### config.mk
export PLATFORM = sky130hd
export DESIGN_NAME = button_input_bank
export DESIGN_NICKNAME = d
export VERILOG_FILES = /design/src/rtl/button_input_bank_pkg.sv /design/src/rtl/button_debounce.sv /design/src/rtl/button_input_bank.sv
export SDC_FILE = /design/constraint.sdc
export NUM_CORES = 1
export LEC_CHECK = 0
export BUFFER_PORTS_ARGS = -buffer_cell sky130_fd_sc_hd__buf_2
export CAP_MARGIN = 40
export CORE_MARGIN = 8
export CORE_UTILIZATION = 53
export CTS_BUF_LIST = sky130_fd_sc_hd__clkbuf_8 sky130_fd_sc_hd__clkbuf_16
export CTS_CLUSTER_SIZE = 28
export DETAILED_ROUTE_END_ITERATION = 6
export PLACE_DENSITY = 0.77
export SYNTH_ARGS = -nofsm -noshare
export SYNTH_HDL_FRONTEND = slang
export SYNTH_SLANG_ARGS = --single-unit
### constraint.sdc
create_clock -name clk -period 1.71 [get_ports clk]
set_input_delay 0.0855 -clock clk [delete_from_list [all_inputs] [get_ports clk]]
set_output_delay 0.0855 -clock clk [all_outputs]
set_load 0.1 [all_outputs]
### src/rtl/button_input_bank_pkg.sv
// Shared constants for the button input bank: status bus layout and channel limit.
package button_input_bank_pkg;
    localparam int BTN_BUS_W   = 8;
    localparam int BTN_OVR_BIT = 7;
    localparam int BTN_MAX_CH  = 7;

    typedef logic [BTN_BUS_W-1:0] btn_status_t;
endpackage

### src/rtl/button_debounce.sv
// One button channel: 2-flop synchroniser, polarity fix, stability counter,
// debounced state and a registered press pulse on each 0->1 of that state.
module button_debounce #(
    parameter int DEBOUNCE_CYCLES = 16,
    parameter int ACTIVE_LOW      = 0
) (
    input  logic clk_i,
    input  logic rst_ni,
    input  logic btn_raw_i,
    output logic stable_o,
    output logic press_o
);
    localparam int            CW   = $clog2(DEBOUNCE_CYCLES + 1);
    localparam logic          REL  = (ACTIVE_LOW != 0);
    localparam logic [CW-1:0] LAST = CW'(DEBOUNCE_CYCLES - 1);

    logic [1:0]    sync_q;
    logic          synced;
    logic          stable_q, stable_d;
    logic          press_q, press_d;
    logic          hit;
    logic [CW-1:0] cnt_q, cnt_d;

    // Inversion sits after the second flop so the flops reset to the raw idle level.
    assign synced = sync_q[1] ^ REL;

    always_comb begin
        hit      = (synced != stable_q) && (cnt_q == LAST);
        cnt_d    = ((synced == stable_q) || hit) ? '0 : cnt_q + CW'(1);
        stable_d = stable_q ^ hit;
        press_d  = hit & ~stable_q;
    end

    always_ff @(posedge clk_i or negedge rst_ni) begin
        if (!rst_ni) begin
            sync_q   <= {2{REL}};
            cnt_q    <= '0;
            stable_q <= 1'b0;
            press_q  <= 1'b0;
        end else begin
            sync_q   <= {sync_q[0], btn_raw_i};
            cnt_q    <= cnt_d;
            stable_q <= stable_d;
            press_q  <= press_d;
        end
    end

    assign stable_o = stable_q;
    assign press_o  = press_q;
endmodule

### src/rtl/button_input_bank.sv
// Bank of debounced buttons presented as one memory-mapped status byte,
// either as sticky press events with clear-on-read or as live levels.
module button_input_bank
    import button_input_bank_pkg::*;
#(
    parameter int N_BTN           = 2,
    parameter int DEBOUNCE_CYCLES = 16,
    parameter int ACTIVE_LOW      = 0,
    parameter int LATCH_MODE      = 1
) (
    input  logic                 clk,
    input  logic                 reset,
    input  logic [N_BTN-1:0]     btn,
    input  logic                 button_read,
    output logic [BTN_BUS_W-1:0] button_op
);
    if (N_BTN < 1 || N_BTN > BTN_MAX_CH) begin : g_bad_n
        $error("button_input_bank: N_BTN must be 1..7");
    end
    if (DEBOUNCE_CYCLES < 1) begin : g_bad_db
        $error("button_input_bank: DEBOUNCE_CYCLES must be >= 1");
    end

    logic [N_BTN-1:0] stable;
    logic [N_BTN-1:0] press;
    logic [N_BTN-1:0] status_bits;
    logic             ovr_bit;

    for (genvar g = 0; g < N_BTN; g++) begin : g_ch
        button_debounce #(
            .DEBOUNCE_CYCLES (DEBOUNCE_CYCLES),
            .ACTIVE_LOW      (ACTIVE_LOW)
        ) u_db (
            .clk_i     (clk),
            .rst_ni    (reset),
            .btn_raw_i (btn[g]),
            .stable_o  (stable[g]),
            .press_o   (press[g])
        );
    end

    if (LATCH_MODE != 0) begin : g_latch
        logic [N_BTN-1:0] pend_q, pend_d;
        logic             ovr_q, ovr_d;
        logic             rd_q;
        logic             read_rise;
        logic             unused_stable;

        assign unused_stable = ^stable;
        assign read_rise     = button_read & ~rd_q;

        // A press landing on the clearing edge wins, so the bit is never lost;
        // a press onto an already-pending bit is a lost event regardless of the read.
        always_comb begin
            pend_d = (pend_q & ~{N_BTN{read_rise}}) | press;
            ovr_d  = (ovr_q & ~read_rise) | (|(press & pend_q));
        end

        always_ff @(posedge clk or negedge reset) begin
            if (!reset) begin
                pend_q <= '0;
                ovr_q  <= 1'b0;
                rd_q   <= 1'b0;
            end else begin
                pend_q <= pend_d;
                ovr_q  <= ovr_d;
                rd_q   <= button_read;
            end
        end

        assign status_bits = pend_q;
        assign ovr_bit     = ovr_q;
    end else begin : g_level
        logic unused_level;

        assign unused_level = ^{button_read, press};
        assign status_bits  = stable;
        assign ovr_bit      = 1'b0;
    end

    always_comb begin
        button_op              = '0;
        button_op[N_BTN-1:0]   = status_bits;
        button_op[BTN_OVR_BIT] = ovr_bit;
    end
endmodule

### After elaboration in Yosys (flattened, before gate mapping)

Index checks and enable logic that the tools add are counted.

| cells by class | value |
|---|---|
| multiplexer cells | 2 |
| eq/ne operators | 6 |
| bitwise gates (word level) | 15 |
| $add $sub $neg | 2 |
| reductions and logical operators | 5 |

Operator list:

| cell | number |
|---|---|
| $add 5x1->5 const B | 2 |
| $eq 5x4->1 const B | 2 |
| $mux 5 | 2 |
| $and 1x1->1 | 4 |
| $and 2x2->2 | 2 |
| $not 1->1 | 4 |
| $eq 1x1->1 | 2 |
| $logic_and 1x1->1 | 2 |
| $logic_or 1x1->1 | 2 |
| $ne 1x1->1 | 2 |
| $not 2->2 | 1 |
| $or 2x2->2 | 1 |
| $reduce_or 2->1 | 1 |
| $xor 1x1->1 | 2 |
| $or 1x1->1 | 1 |

| storage, ports and cells | value |
|---|---|
| output and inout port bits | 8 |
| bits in registers | 22 |
| input port bits | 5 |
| word-level logic and storage cells | 41 |

### Depth between registers and ports, before layout

Gate-level depths: netlist of run 1.

| depth | value |
|---|---|
| depth in word-level cells | 5 |
| mapped depth | 5 |
| mapped depth without buffers | 5 |

### By module

A second synthesis of run 1 with hierarchy kept.

| unflattened totals | value |
|---|---|
| cells, all modules | 72 |
| area total of the unflattened synthesis | 868.3 um2 |

By module, submodules not included:

| module | cells each | seq. area each (um2) | instances | area each (um2) |
|---|---|---|---|---|
| button_debounce | 28 | 225.2 | 2 | 336.6 |
| button_input_bank | 16 | 100.1 | 1 | 195.2 |

### Least setup slack after synthesis of run 1

No wires, ideal clock.

| timing path | value |
|---|---|
| kind | reg2reg |
| from | reg g_ch[1].u_db.cnt_q[0] |
| to | reg g_ch[1].u_db.cnt_q[3] |
| library setup time | 0.101 ns |
| clock period less this slack | 1.405 ns |
| buffers on the path | 0 |
| stages on the path, launching flop included | 6 |
| setup slack | 0.305 ns |
| arrival time | 1.304 ns |
| required time | 1.609 ns |
| cells stage by stage | dfrtp_1 ha_1 and3_1 ha_1 o21bai_1 nor4_1 |

| on the way | value |
|---|---|
| longest elaborated chain between the ends | 4 |
| elaborated cells on any way between the ends | 5 |
| classes of those cells | 1 x add/sub; 1 x eq/ne; 1 x mux; 2 x reduce/logical |

RTL lines:

| what | RTL line | source |
|---|---|---|
| from (decl) | button_debounce.sv:22 | `logic [CW-1:0] cnt_q, cnt_d;` |
| from (signal assigned) | button_debounce.sv:42 | `cnt_q <= cnt_d;` |
| branches (longest 3 deep; another with $add 5x1->5) | -- |  |
| $mux 5 (*) | button_debounce.sv:29 | `cnt_d = ((synced == stable_q) \|\| hit) ? '0 : cnt_q + CW'(1);` |
| via g_ch[1].u_db.cnt_d[3] | button_debounce.sv:22 |  |

Mark *: on every way through the listed nets, which the timed path passes.

### Worst setup path in the final report of run 1

Same ends and word-level chain as after synthesis.

==> reports/qor_table.md, run 1 <==
| Result | This run | Unit |
|---|---|---|
| Result of the run | completed | - |
| Leak | 0.505 | nW |
| Final count of pins violating max slew | 0 | - |
| Post-Synthesis Cell Area | 885 | um^2 |
| Maximum buffer depth of the clock tree | 2 | - |
| Final global-route overflow total | 0 | - |
| Max cap viols | 0 | - |
| Setup crit end kind | flip-flop | - |
| TritonCTS clock tree | done | - |
| Sequential area share after synthesis | 0.622 | - |
| Count leader, synth | dfrtp_1 | - |
| Final RePlAce weighted congestion | 0.751 | - |
| Share of cells above drive strength 1 | 0.150 | - |
| Number of antenna repair diodes | 0 | - |
| Top flip-flop cell by instance count after synthesis | dfrtp_1 | - |
| Multiplexer share of the synthesized area | 0.0127 | - |
| Via count of the first global-routing pass | 568 | - |
| Insertion delay to the later sink of the worst-skew pair | 0.25 | ns |
| First-iteration detailed-routing DRC count | 8 | - |
| Root buffer cell | clkbuf_8 | - |
| Cell type contributing the most total cell area after synthesis | dfrtp_1 | - |
| CP required | 1.86 | ns |
| Initial Utilization | 0.574 | - |
| Flip-flop and latch count after synthesis | 22 | - |
| Setup slack of the worst register-to-register path | 0.15 | ns |
| Layout Cell Area excl Fill | 991 | um^2 |
| Number of flops mapped to enable cells by yosys | 0 | - |
| Sequential cell area | 551 | um^2 |
| Clock-pin transition on the worst setup and hold timing paths | 0.07 | ns |
| Vias after detailed routing | 526 | - |
| Postcts setup bufs | 0 | - |
| Count of yosys warnings during synthesis | 0 | - |
| Main combinational cell family by area after synthesis | simple AND/OR/NAND/NOR gates | - |
| Count of nets after finishing | 91 | - |
| Number of vias per cell after detailed routing | 5.48 | - |
| P per Cell Area | 955 | nW/um^2 |
| Routed wire length per instance | 14.0 | um |
| Final critical path time including I/O delays and setup | 1.56 | ns |
| Worst-case setup slack after placement | 0.163 | ns |
| Final setup viols | 0 | - |
| Number of distinct library cells after synthesis | 22 | - |
| Xor/xnor cell area share of the yosys netlist | 0.0396 | - |
| Slack of the critical path | 0.148 | ns |
| Crit share post-route | 0.914 | - |
| Post-Synth Simple-Gate Area | 0.132 | - |
| Count of input and output buffers | 7 | - |
| Cells after Synth | 68 | - |
| Count of placed standard cells including taps | 89 | - |
| Crit Path Max Fanout | 7 | - |
| Total number of H-tree levels | 1 | - |
| Achievable frequency | 0.640 | GHz |
| Std cell rows | 14 | - |
| Area added between synthesis and finish | 12.0 | % |
| Yosys top cell area share | 0.622 | - |
| Number of antenna violations at the first check in global routing | 0 | - |
| Final cell utilization of the core | 0.643 | - |
| Most frequent cells after synthesis | dfrtp_1, buf_4, nor3_1 | - |
| Die Outline Area | 3230 | um^2 |
| Launch point of the worst path | g_ch[1].u_db.cnt_q[0]$_DFF_PN0_ | - |
| Compound-gate portion of the synthesized area | 0.0693 | - |
| Tightest hold margin | 0.305 | ns |
| Vertical die dimension | 56.9 | um |
| Number of CTS-inserted buffers | 3 | - |
| Setup TNS Final | 0 | ns |
| Post-detailed-route DRC marker count | 0 | - |
| Critical path class | reg -> reg | - |
| Footprint of the multi-input gates | 293 | um^2 |
| CP startpoint kind | flip-flop | - |
| Instance area at placement | 910 | um^2 |
| Number of hold violations in the final report | 0 | - |
| First-pass GRT wire length | 2460 | um |
| Synth async-reset ratio | 1.00 | - |
| Worst reg2reg path startpoint | g_ch[1].u_db.cnt_q[0]$_DFF_PN0_ | - |
| GRT Resource Usage Total | 0.0935 | - |
| Non-Filler Instances | 96 | - |
| Post-Synth Adder-Cell Area | 0.0566 | - |
| Synthesized area per cell | 13.0 | um^2 |
| CTS resizes | 0 | - |
| Main area contributors after synthesis | dfrtp_1, ha_1, buf_4 | - |
| Antenna Nets Post-Route | 0 | - |
| Total clock sinks | 22 | - |
| Maximum number of pins on one net before global-route repair | 23 | - |
| Area of the core | 1540 | um^2 |
| HPWL reported at the end of detailed placement | 994 | um |
| I/O pin count | 13 | - |
| Crit path DAT | 1.71 | ns |
| Worst VDD drop | 781 | uV |
| Worst clock skew | 0.00340 | ns |
| First-pass detailed-route iteration total | 4 | - |
| Die width | 56.9 | um |
| Fill cell instance count of the final layout | 126 | - |
| Unrepaired setup endpoints after global routing | no | - |
| Hold/Removal Path Class | in -> async | - |
| Total detailed-routing wirelength | 1340 | um |
| Final Power | 0.946 | mW |
-- final timing paths --
check	end	cells after the start
worst max register to register	g_ch[1].u_db.cnt_q[3]$_DFF_PN0_	5
worst min register to register	g_ch[1].u_db.sync_q[1]$_DFF_PN0_	0
worst min-delay path	g_latch.ovr_q$_DFF_PN0_	2
worst max-delay path	g_ch[1].u_db.cnt_q[3]$_DFF_PN0_	5
min in group clk	g_ch[1].u_db.sync_q[1]$_DFF_PN0_	0
max in group asynchronous	g_ch[0].u_db.sync_q[1]$_DFF_PN0_	2
-- where the power goes --
part           leakage (nW)  internal [mW]  switching [mW]
registers             0.291          0.538          0.0131
clock network        0.0216          0.156           0.142
logic                 0.193         0.0247          0.0726
-- cell families (layout without fill, tap and decap cells) --
logic type | count (synthesis) | after routing
DFF | 22 | 22
and+or+nand+nor | 18 | 18
xor gates and xnor gates | 4 | 4
adders and majority gates | 4 | 4
other | 1 | 5
muxes | 1 | 1
AOI/OAI and AO/OA | 9 | 9
buffers and inverters | 9 | 17
-- area by class of cell --
type | count | share of cell area
Clock buffer | 3 | 0.0417
Multi-Input combinational cell | 41 | 0.295
Sequential cell | 22 | 0.556
Inverter | 3 | 0.0114
Tap cell | 16 | 0.0202
Timing Repair Buffer | 11 | 0.0758
-- what timing repair did --
action | 4_1_cts | 5_1_grt
hold buffers | 4 | 0
endpoints found under the setup margin | 0 | 0
hold endpoints to repair | 25 | 0
-- worst max-delay path: stages, from the launching register on --
cell and delay, ns:
dfrtp_1 0.41, ha_1 0.23, and3_1 0.19, ha_1 0.27
o21bai_1 0.19, nor4_1 0.17
-- registers in the layout, indices dropped and copies added, names as in the netlist, named ones only --
name and count:
g_ch.u_db.press_o 2, g_latch.ovr_q 1, g_latch.pend_q 2, g_latch.rd_q 1, g_ch.u_db.cnt_q 10, g_ch.u_db.sync_q 4
-- per-layer routing --
metal,wire [um],global-route usage
met4,0,0.0201
met2,648,0.158
met1,605,0.103
met5,0,0
met3,90,0.0449
-- cell usage in the layout, fill, tap and decap left out, drive strengths merged --
cell / instances
a21o: 3
a21oi: 2
a22o: 1
and3: 2
and3b: 1
and4: 2
buf: 7
clkbuf: 3
conb: 5
dfrtp: 22
dlygate4sd3: 4
ha: 4
inv: 3
mux2: 1
nand2: 1
nand2b: 1
nor2: 1
nor3: 6
nor3b: 2
nor4: 2
o21ai: 1
o21bai: 2
xnor2: 4
No activity file was read; power rests on OpenSTA's default activity.
==> run 2: changes to the inputs <==
Settings changed: MAX_ROUTING_LAYER from default to met4.
==> reports/qor_table.md, run 2 (synthesized netlist as in run 1, its figures left out) <==
| Result | This run | Unit | Change |
|---|---|---|---|
| Std cell rows | 14 | - | unchanged |
| Switching share of power | 0.241 | - | about the same |
| Hold/Removal Path Class | in -> async | - |  |
| Vias after detailed routing | 526 | - | unchanged |
| I/O pin count | 13 | - | unchanged |
| Sequential cell area | 551 | um^2 | unchanged |
| Number of CTS-inserted buffers | 3 | - | unchanged |
| Total clock sinks | 22 | - | unchanged |
| Critical path class | reg -> reg | - |  |
| Critical path's largest stage delay | 0.41 | ns | about the same |
| Number of hold violations in the final report | 0 | - | unchanged |
| Insertion delay to the later sink of the worst-skew pair | 0.25 | ns | about the same |
| Final global-route overflow total | 0 | - | unchanged |
| Leading cell types in the layout, fill and taps excluded | dfrtp_1, buf_2, nor3_1 | - |  |
| Die width | 56.9 | um | unchanged |
| P per Cell Area | 955 | nW/um^2 | about the same |
| Total detailed-routing wirelength | 1340 | um | unchanged |
| Final Power | 0.946 | mW | about the same |
| Vertical die dimension | 56.9 | um | unchanged |
| Slowest cell on the critical path | dfrtp_1 | - |  |
| Fill cell instance count of the final layout | 126 | - | unchanged |
| Result of the run | completed | - |  |
| Switching component of the power | 0.228 | mW | about the same |
| Post-cts hold buffer count | 4 | - | unchanged |
| First-iteration detailed-routing DRC count | 8 | - | unchanged |
| Number of flip-flops under the largest register name | 10 | - | unchanged |
| Count of input and output buffers | 7 | - | unchanged |
| Root buffer cell | clkbuf_8 | - |  |
| GRT Resource Usage Total | 0.0960 | - | +0.00246 |
| Post-detailed-route DRC marker count | 0 | - | unchanged |
| Most common cell after layout, fill and taps aside | dfrtp_1 | - |  |
| Number of antenna repair diodes | 0 | - | unchanged |
| CP startpoint kind | flip-flop | - |  |
| Setup TNS Final | 0 | ns | unchanged |
| Part of the total power dissipated in the clock network | 0.315 | - | about the same |
| Internal power of the cells | 0.719 | mW | about the same |
| Max cap viols | 0 | - | unchanged |
| First-pass GRT wire length | 2460 | um | unchanged |
| Layout Cell Area excl Fill | 991 | um^2 | unchanged |
| Final count of pins violating max slew | 0 | - | unchanged |
| CP required | 1.86 | ns | about the same |
| Share of cells above drive strength 1 | 0.150 | - | unchanged |
| Via count of the first global-routing pass | 568 | - | unchanged |
| Crit Path Max Fanout | 7 | - | unchanged |
| Footprint of the multi-input gates | 293 | um^2 | unchanged |
| Initial Utilization | 0.574 | - | unchanged |
| Number of vias per cell after detailed routing | 5.48 | - | unchanged |
| Postcts setup bufs | 0 | - | unchanged |
| Maximum number of pins on one net before global-route repair | 23 | - | unchanged |
| HPWL reported at the end of detailed placement | 994 | um | unchanged |
| Final critical path time including I/O delays and setup | 1.56 | ns | unchanged |
| Antenna Nets Post-Route | 0 | - | unchanged |
| First-pass detailed-route iteration total | 4 | - | unchanged |
| Critical path cell sequence | ha_1 > and3_1 > ha_1 > o21bai_1 > nor4_1 | - |  |
| Total number of H-tree levels | 1 | - | unchanged |
| Reg power frac | 0.582 | - | about the same |
| Final RePlAce weighted congestion | 0.760 | - | +1.3% |
| Number of antenna violations at the first check in global routing | 0 | - | unchanged |
| Crit path DAT | 1.71 | ns | about the same |
| Maximum buffer depth of the clock tree | 2 | - | unchanged |
| Count of nets after finishing | 91 | - | unchanged |
| Unrepaired setup endpoints after global routing | no | - |  |
| Setup crit end kind | flip-flop | - |  |
| Instance area at placement | 910 | um^2 | unchanged |
| Area of the core | 1540 | um^2 | unchanged |
| Proportion of power drawn by combinational gates | 0.103 | - | about the same |
| Most Frequent Cell on Critical Path | ha_1 | - |  |
| Routed wire length per instance | 14.0 | um | unchanged |
| Worst clock skew | 0.00340 | ns | -0.00000233 ns |
| Leak | 0.505 | nW | unchanged |
| Achievable frequency | 0.640 | GHz | unchanged |
| Die Outline Area | 3230 | um^2 | unchanged |
| TritonCTS clock tree | done | - |  |
| Crit share post-route | 0.914 | - | unchanged |
| Final setup viols | 0 | - | unchanged |
| Register containing the most flip-flops in the final layout | g_ch.u_db.cnt_q | - |  |
| Clock-pin transition on the worst setup and hold timing paths | 0.07 | ns | about the same |
| Worst VDD drop | 781 | uV | unchanged |
| Area added between synthesis and finish | 12.0 | % | unchanged |
| Largest registers | g_ch.u_db.cnt_q (10), g_ch.u_db.sync_q (4) | - |  |
| CTS resizes | 0 | - | unchanged |
run 2: cell counts in the layout (fill, tap and decap cells not counted):
Identical to the previous run, type by type.
run 2: power groups by stage:
| stage | sequential [mW] | combinational [mW] | clock [mW] |
|---|---|---|---|
| after global routing | 0.553 | 0.105 | 0.332 |
| after detailed placement | 0.560 | 0.0917 | 0 |
| after CTS | 0.550 | 0.0984 | 0.312 |
| final | 0.551 | 0.0973 | 0.298 |
| after floorplan | 0.557 | 0.0811 | 0 |
| after global placement | 0.559 | 0.0891 | 0 |
run 2: cell type report:
cell class	count	share of cell area
clock buffer	3	0.0417
inverter	3	0.0114
timing repair buffer	11	0.0758
sequential	22	0.556
tap	16	0.0202
multi-input combinational	41	0.295
run 2: metal layers:
| metal | GRT usage | up-vias | wire, um |
|---|---|---|---|
| met4 | 0.0201 | 0 | 0 |
| met1 | 0.105 | 261 | 612 |
| met2 | 0.158 | 12 | 648 |
| met3 | 0.0427 | 0 | 83 |
| met5 | - | - | 0 |
| li1 | - | 253 | - |
run 2: worst paths after layout:
path | slack (ns) | cells past startpoint | end | start
worst min register to register | 0.35 | 0 | g_ch[1].u_db.sync_q[1]$_DFF_PN0_ | g_ch[1].u_db.sync_q[0]$_DFF_PN0_
min in group clk | 0.35 | 0 | g_ch[1].u_db.sync_q[1]$_DFF_PN0_ | g_ch[1].u_db.sync_q[0]$_DFF_PN0_
max in group asynchronous | 1.09 | 2 | g_ch[0].u_db.sync_q[1]$_DFF_PN0_ | reset
worst max-delay path | 0.15 | 5 | g_ch[1].u_db.cnt_q[3]$_DFF_PN0_ | g_ch[1].u_db.cnt_q[0]$_DFF_PN0_
worst max register to register | 0.15 | 5 | g_ch[1].u_db.cnt_q[3]$_DFF_PN0_ | g_ch[1].u_db.cnt_q[0]$_DFF_PN0_
worst min-delay path | 0.31 | 2 | g_latch.ovr_q$_DFF_PN0_ | reset
run 2: metrics by stage:
stage	hold WS, ns	instances	util	setup WS (ns)
floorplan	-0.210	72	-	0.305
global placement	0.0587	89	0.590	0.224
detailed placement	0.0641	89	0.590	0.163
CTS	0.325	96	0.643	0.147
global route	0.364	96	0.643	0.0980
finish	0.305	96	0.643	0.148
run 2: critical path, delay by kind of cell (launching register included):
kind / cells / cell delay (ns)
compound gates: 1 / 0.19
fa+ha+maj: 2 / 0.50
flops: 1 / 0.41
simple gates: 2 / 0.36
==> run 3: changes to the inputs <==
Settings changed: SYNTH_HIERARCHICAL from default to 1.
==> reports/qor_table.md, run 3 <==
| Result | This run | Unit | Change |
|---|---|---|---|
| Result of the run | completed | - |  |
| Worst reg-to-reg path cell count | 5 | - | unchanged |
| Leading cell types in the layout, fill and taps excluded | dfrtp_1, nor2_1, buf_2 | - |  |
| Setup slack of the worst register-to-register path | 0.28 | ns | +0.14 ns |
| Largest registers | g_ch.u_db/cnt_q (10), g_ch.u_db/sync_q (4) | - |  |
| Post-detailed-route DRC marker count | 0 | - | unchanged |
| Number of antenna violations at the first check in global routing | 0 | - | unchanged |
| Layout Cell Area excl Fill | 975 | um^2 | -1.6% |
| Root buffer cell | clkbuf_8 | - |  |
| Total detailed-routing wirelength | 1180 | um | -13% |
| Area added between synthesis and finish | 12.2 | % |  |
| Final global-route overflow total | 0 | - | unchanged |
| Leak | 0.535 | nW | +5.9% |
| Number of vias per cell after detailed routing | 4.88 | - | -11% |
| First-pass GRT wire length | 2100 | um | -14% |
| Setup crit end kind | flip-flop | - |  |
| Number of flops mapped to enable cells by yosys | 0 | - | unchanged |
| Postcts setup bufs | 0 | - | unchanged |
| Cells after Synth | 72 | - | +5.9% |
| Count of nets after finishing | 95 | - | +4.4% |
| Maximum number of pins on one net before global-route repair | 23 | - | unchanged |
| TritonCTS clock tree | done | - |  |
| Setup TNS Final | 0 | ns | unchanged |
| Synthesized area per cell | 12.1 | um^2 | -7.3% |
| Non-Filler Instances | 100 | - | +4.2% |
| Instance area at placement | 893 | um^2 | -1.8% |
| Antenna Nets Post-Route | 0 | - | unchanged |
| Final RePlAce weighted congestion | 0.741 | - | -2.5% |
| Worst VDD drop | 695 | uV | -11% |
| Via count of the first global-routing pass | 523 | - | -7.9% |
| Hold/Removal Path Class | in -> async | - |  |
| First-pass detailed-route iteration total | 2 | - | -2 |
| P per Cell Area | 968 | nW/um^2 | +1.4% |
| Achievable frequency | 0.702 | GHz | +9.6% |
| Number of hold violations in the final report | 0 | - | unchanged |
| Worst clock skew | 0.00350 | ns | +0.000105 ns |
| Main area contributors after synthesis | dfrtp_1, ha_1, buf_4 | - |  |
| Most frequent cells after synthesis | dfrtp_1, nor2_1, buf_4, inv_1 | - |  |
| Die width | 56.5 | um | -0.67% |
| Count of placed standard cells including taps | 93 | - | +4.5% |
| CP required | 1.89 | ns | +0.03 ns |
| Top flip-flop cell by instance count after synthesis | dfrtp_1 | - |  |
| Yosys top cell area share | 0.634 | - | +0.0117 |
| Std cell rows | 14 | - | unchanged |
| Number of flip-flops under the largest register name | 10 | - | unchanged |
| Count of input and output buffers | 7 | - | unchanged |
| Most common cell after layout, fill and taps aside | dfrtp_1 | - |  |
| First-iteration detailed-routing DRC count | 1 | - | -7 |
| Vertical die dimension | 56.5 | um | -0.67% |
| Vias after detailed routing | 488 | - | -7.2% |
| Area of the core | 1520 | um^2 | -1.1% |
| Worst-case setup slack after placement | 0.291 | ns | +0.128 ns |
| Initial Utilization | 0.570 | - | -0.00408 |
| Crit share post-route | 0.833 | - | -0.0802 |
| Global route hottest layer | met2 | - |  |
| Maximum buffer depth of the clock tree | 2 | - | unchanged |
| Critical path class | reg -> reg | - |  |
| Routed wire length per instance | 11.8 | um | -16% |
| Global routing met3 resource utilization | 0.0337 | - | -0.00899 |
| Total clock sinks | 22 | - | unchanged |
| Cell type contributing the most total cell area after synthesis | dfrtp_1 | - |  |
| Register containing the most flip-flops in the final layout | g_ch.u_db/cnt_q | - |  |
| Crit path DAT | 1.61 | ns | -0.10 ns |
| Crit Path Max Fanout | 5 | - | -2 |
| Number of antenna repair diodes | 0 | - | unchanged |
| Number of CTS-inserted buffers | 3 | - | unchanged |
| Count of yosys warnings during synthesis | 6 | - | +6 |
| I/O pin count | 13 | - | unchanged |
| Clock-pin transition on the worst setup and hold timing paths | 0.07 | ns | about the same |
| Count leader, synth | dfrtp_1 | - |  |
| Total number of H-tree levels | 1 | - | unchanged |
| Unrepaired setup endpoints after global routing | no | - |  |
| Synth async-reset ratio | 1.00 | - | unchanged |
| Max cap viols | 0 | - | unchanged |
| Final setup viols | 0 | - | unchanged |
| GRT Resource Usage Total | 0.0861 | - | -0.00982 |
| Sequential area share after synthesis | 0.634 | - | +0.0117 |
| HPWL reported at the end of detailed placement | 883 | um | -11% |
| Share of cells above drive strength 1 | 0.143 | - | -0.00714 |
| Met1 track demand over resource in global routing | 0.0825 | - | -0.0222 |
| Die Outline Area | 3190 | um^2 | -1.3% |
| Final critical path time including I/O delays and setup | 1.43 | ns | -0.137 ns |
| Worst reg2reg path startpoint | g_ch[1].u_db/cnt_q[0]$_DFF_PN0_ | - |  |
| Slack of the critical path | 0.285 | ns | +0.137 ns |
| Endpoint of the most critical register-to-register path | g_ch[1].u_db/cnt_q[2]$_DFF_PN0_ | - |  |
| CP startpoint kind | flip-flop | - |  |
| Post-Synthesis Cell Area | 868 | um^2 | -1.8% |
| Final count of pins violating max slew | 0 | - | unchanged |
| Number of distinct library cells after synthesis | 17 | - | -23% |
| Flip-flop and latch count after synthesis | 22 | - | unchanged |
| Insertion delay to the later sink of the worst-skew pair | 0.25 | ns | about the same |
| Met2 Use GR | 0.138 | - | -0.0204 |
run 3: power by group:
group          switching (mW)  internal (mW)
Clock                   0.141          0.157
Sequential             0.0110          0.538
Combinational          0.0737         0.0230
Total                   0.226          0.718
run 3: worst max-delay path, cell delays in order (launching register included):
cell and delay, ns:
dfrtp_1 0.39, ha_1 0.22, and3_1 0.18, ha_1 0.21
nand2b_1 0.22, nor2_1 0.13
run 3: kinds of logic after synthesis:
kind of cell               synth area share
and+or+nand+nor                       0.117
xor gates and xnor gates             0.0605
other                               0.00432
DFF                                   0.634
buffers and inverters                0.0778
adders and majority gates            0.0576
AOI/OAI and AO/OA                    0.0490
run 3: how the worst max path moves through the flow:
stage,cells past startpoint,from,slack [ns],endpoint
4_1_cts,5,g_ch[1].u_db/cnt_q[0]$_DFF_PN0_,0.28,g_ch[1].u_db/cnt_q[2]$_DFF_PN0_
5_1_grt,5,g_ch[0].u_db/cnt_q[0]$_DFF_PN0_,0.20,g_ch[0].u_db/cnt_q[2]$_DFF_PN0_
3_5_place_dp,5,g_ch[1].u_db/cnt_q[0]$_DFF_PN0_,0.29,g_ch[1].u_db/cnt_q[2]$_DFF_PN0_
6_report,5,g_ch[1].u_db/cnt_q[0]$_DFF_PN0_,0.28,g_ch[1].u_db/cnt_q[2]$_DFF_PN0_
2_1_floorplan,2,g_latch.pend_q[0]$_DFF_PN0_,0.36,g_latch.ovr_q$_DFF_PN0_
3_3_place_gp,5,g_ch[1].u_db/cnt_q[0]$_DFF_PN0_,0.31,g_ch[1].u_db/cnt_q[2]$_DFF_PN0_
run 3: layout make-up:
type	count	area, um^2
multi-input cells	42	265
flip-flops and latches	22	551
well taps	16	20.0
repair buffers	11	75.1
clock buffers	3	41.3
fillers	119	549
inverters	6	22.5
run 3: layer usage:
metal  up-vias  wire length [um]
met5         -                 0
met4         0                43
met3         4                77
met2        14               573
met1       230               482
li1        240                 -
run 3: repair_timing:
item                                   4_1_cts  5_1_grt
endpoints found under the hold margin       25        0
hold buffers                                 4        0
resized for setup                            0        0
run 3: through the flow:
step	utilization	power (mW)	hold WS [ns]
2_1_floorplan	-	0.637	-0.210
3_3_place_gp	0.586	0.646	0.0598
3_5_place_dp	0.586	0.650	0.0651
4_1_cts	0.640	0.959	0.330
5_1_grt	0.640	0.985	0.353
6_report	0.640	0.944	0.304
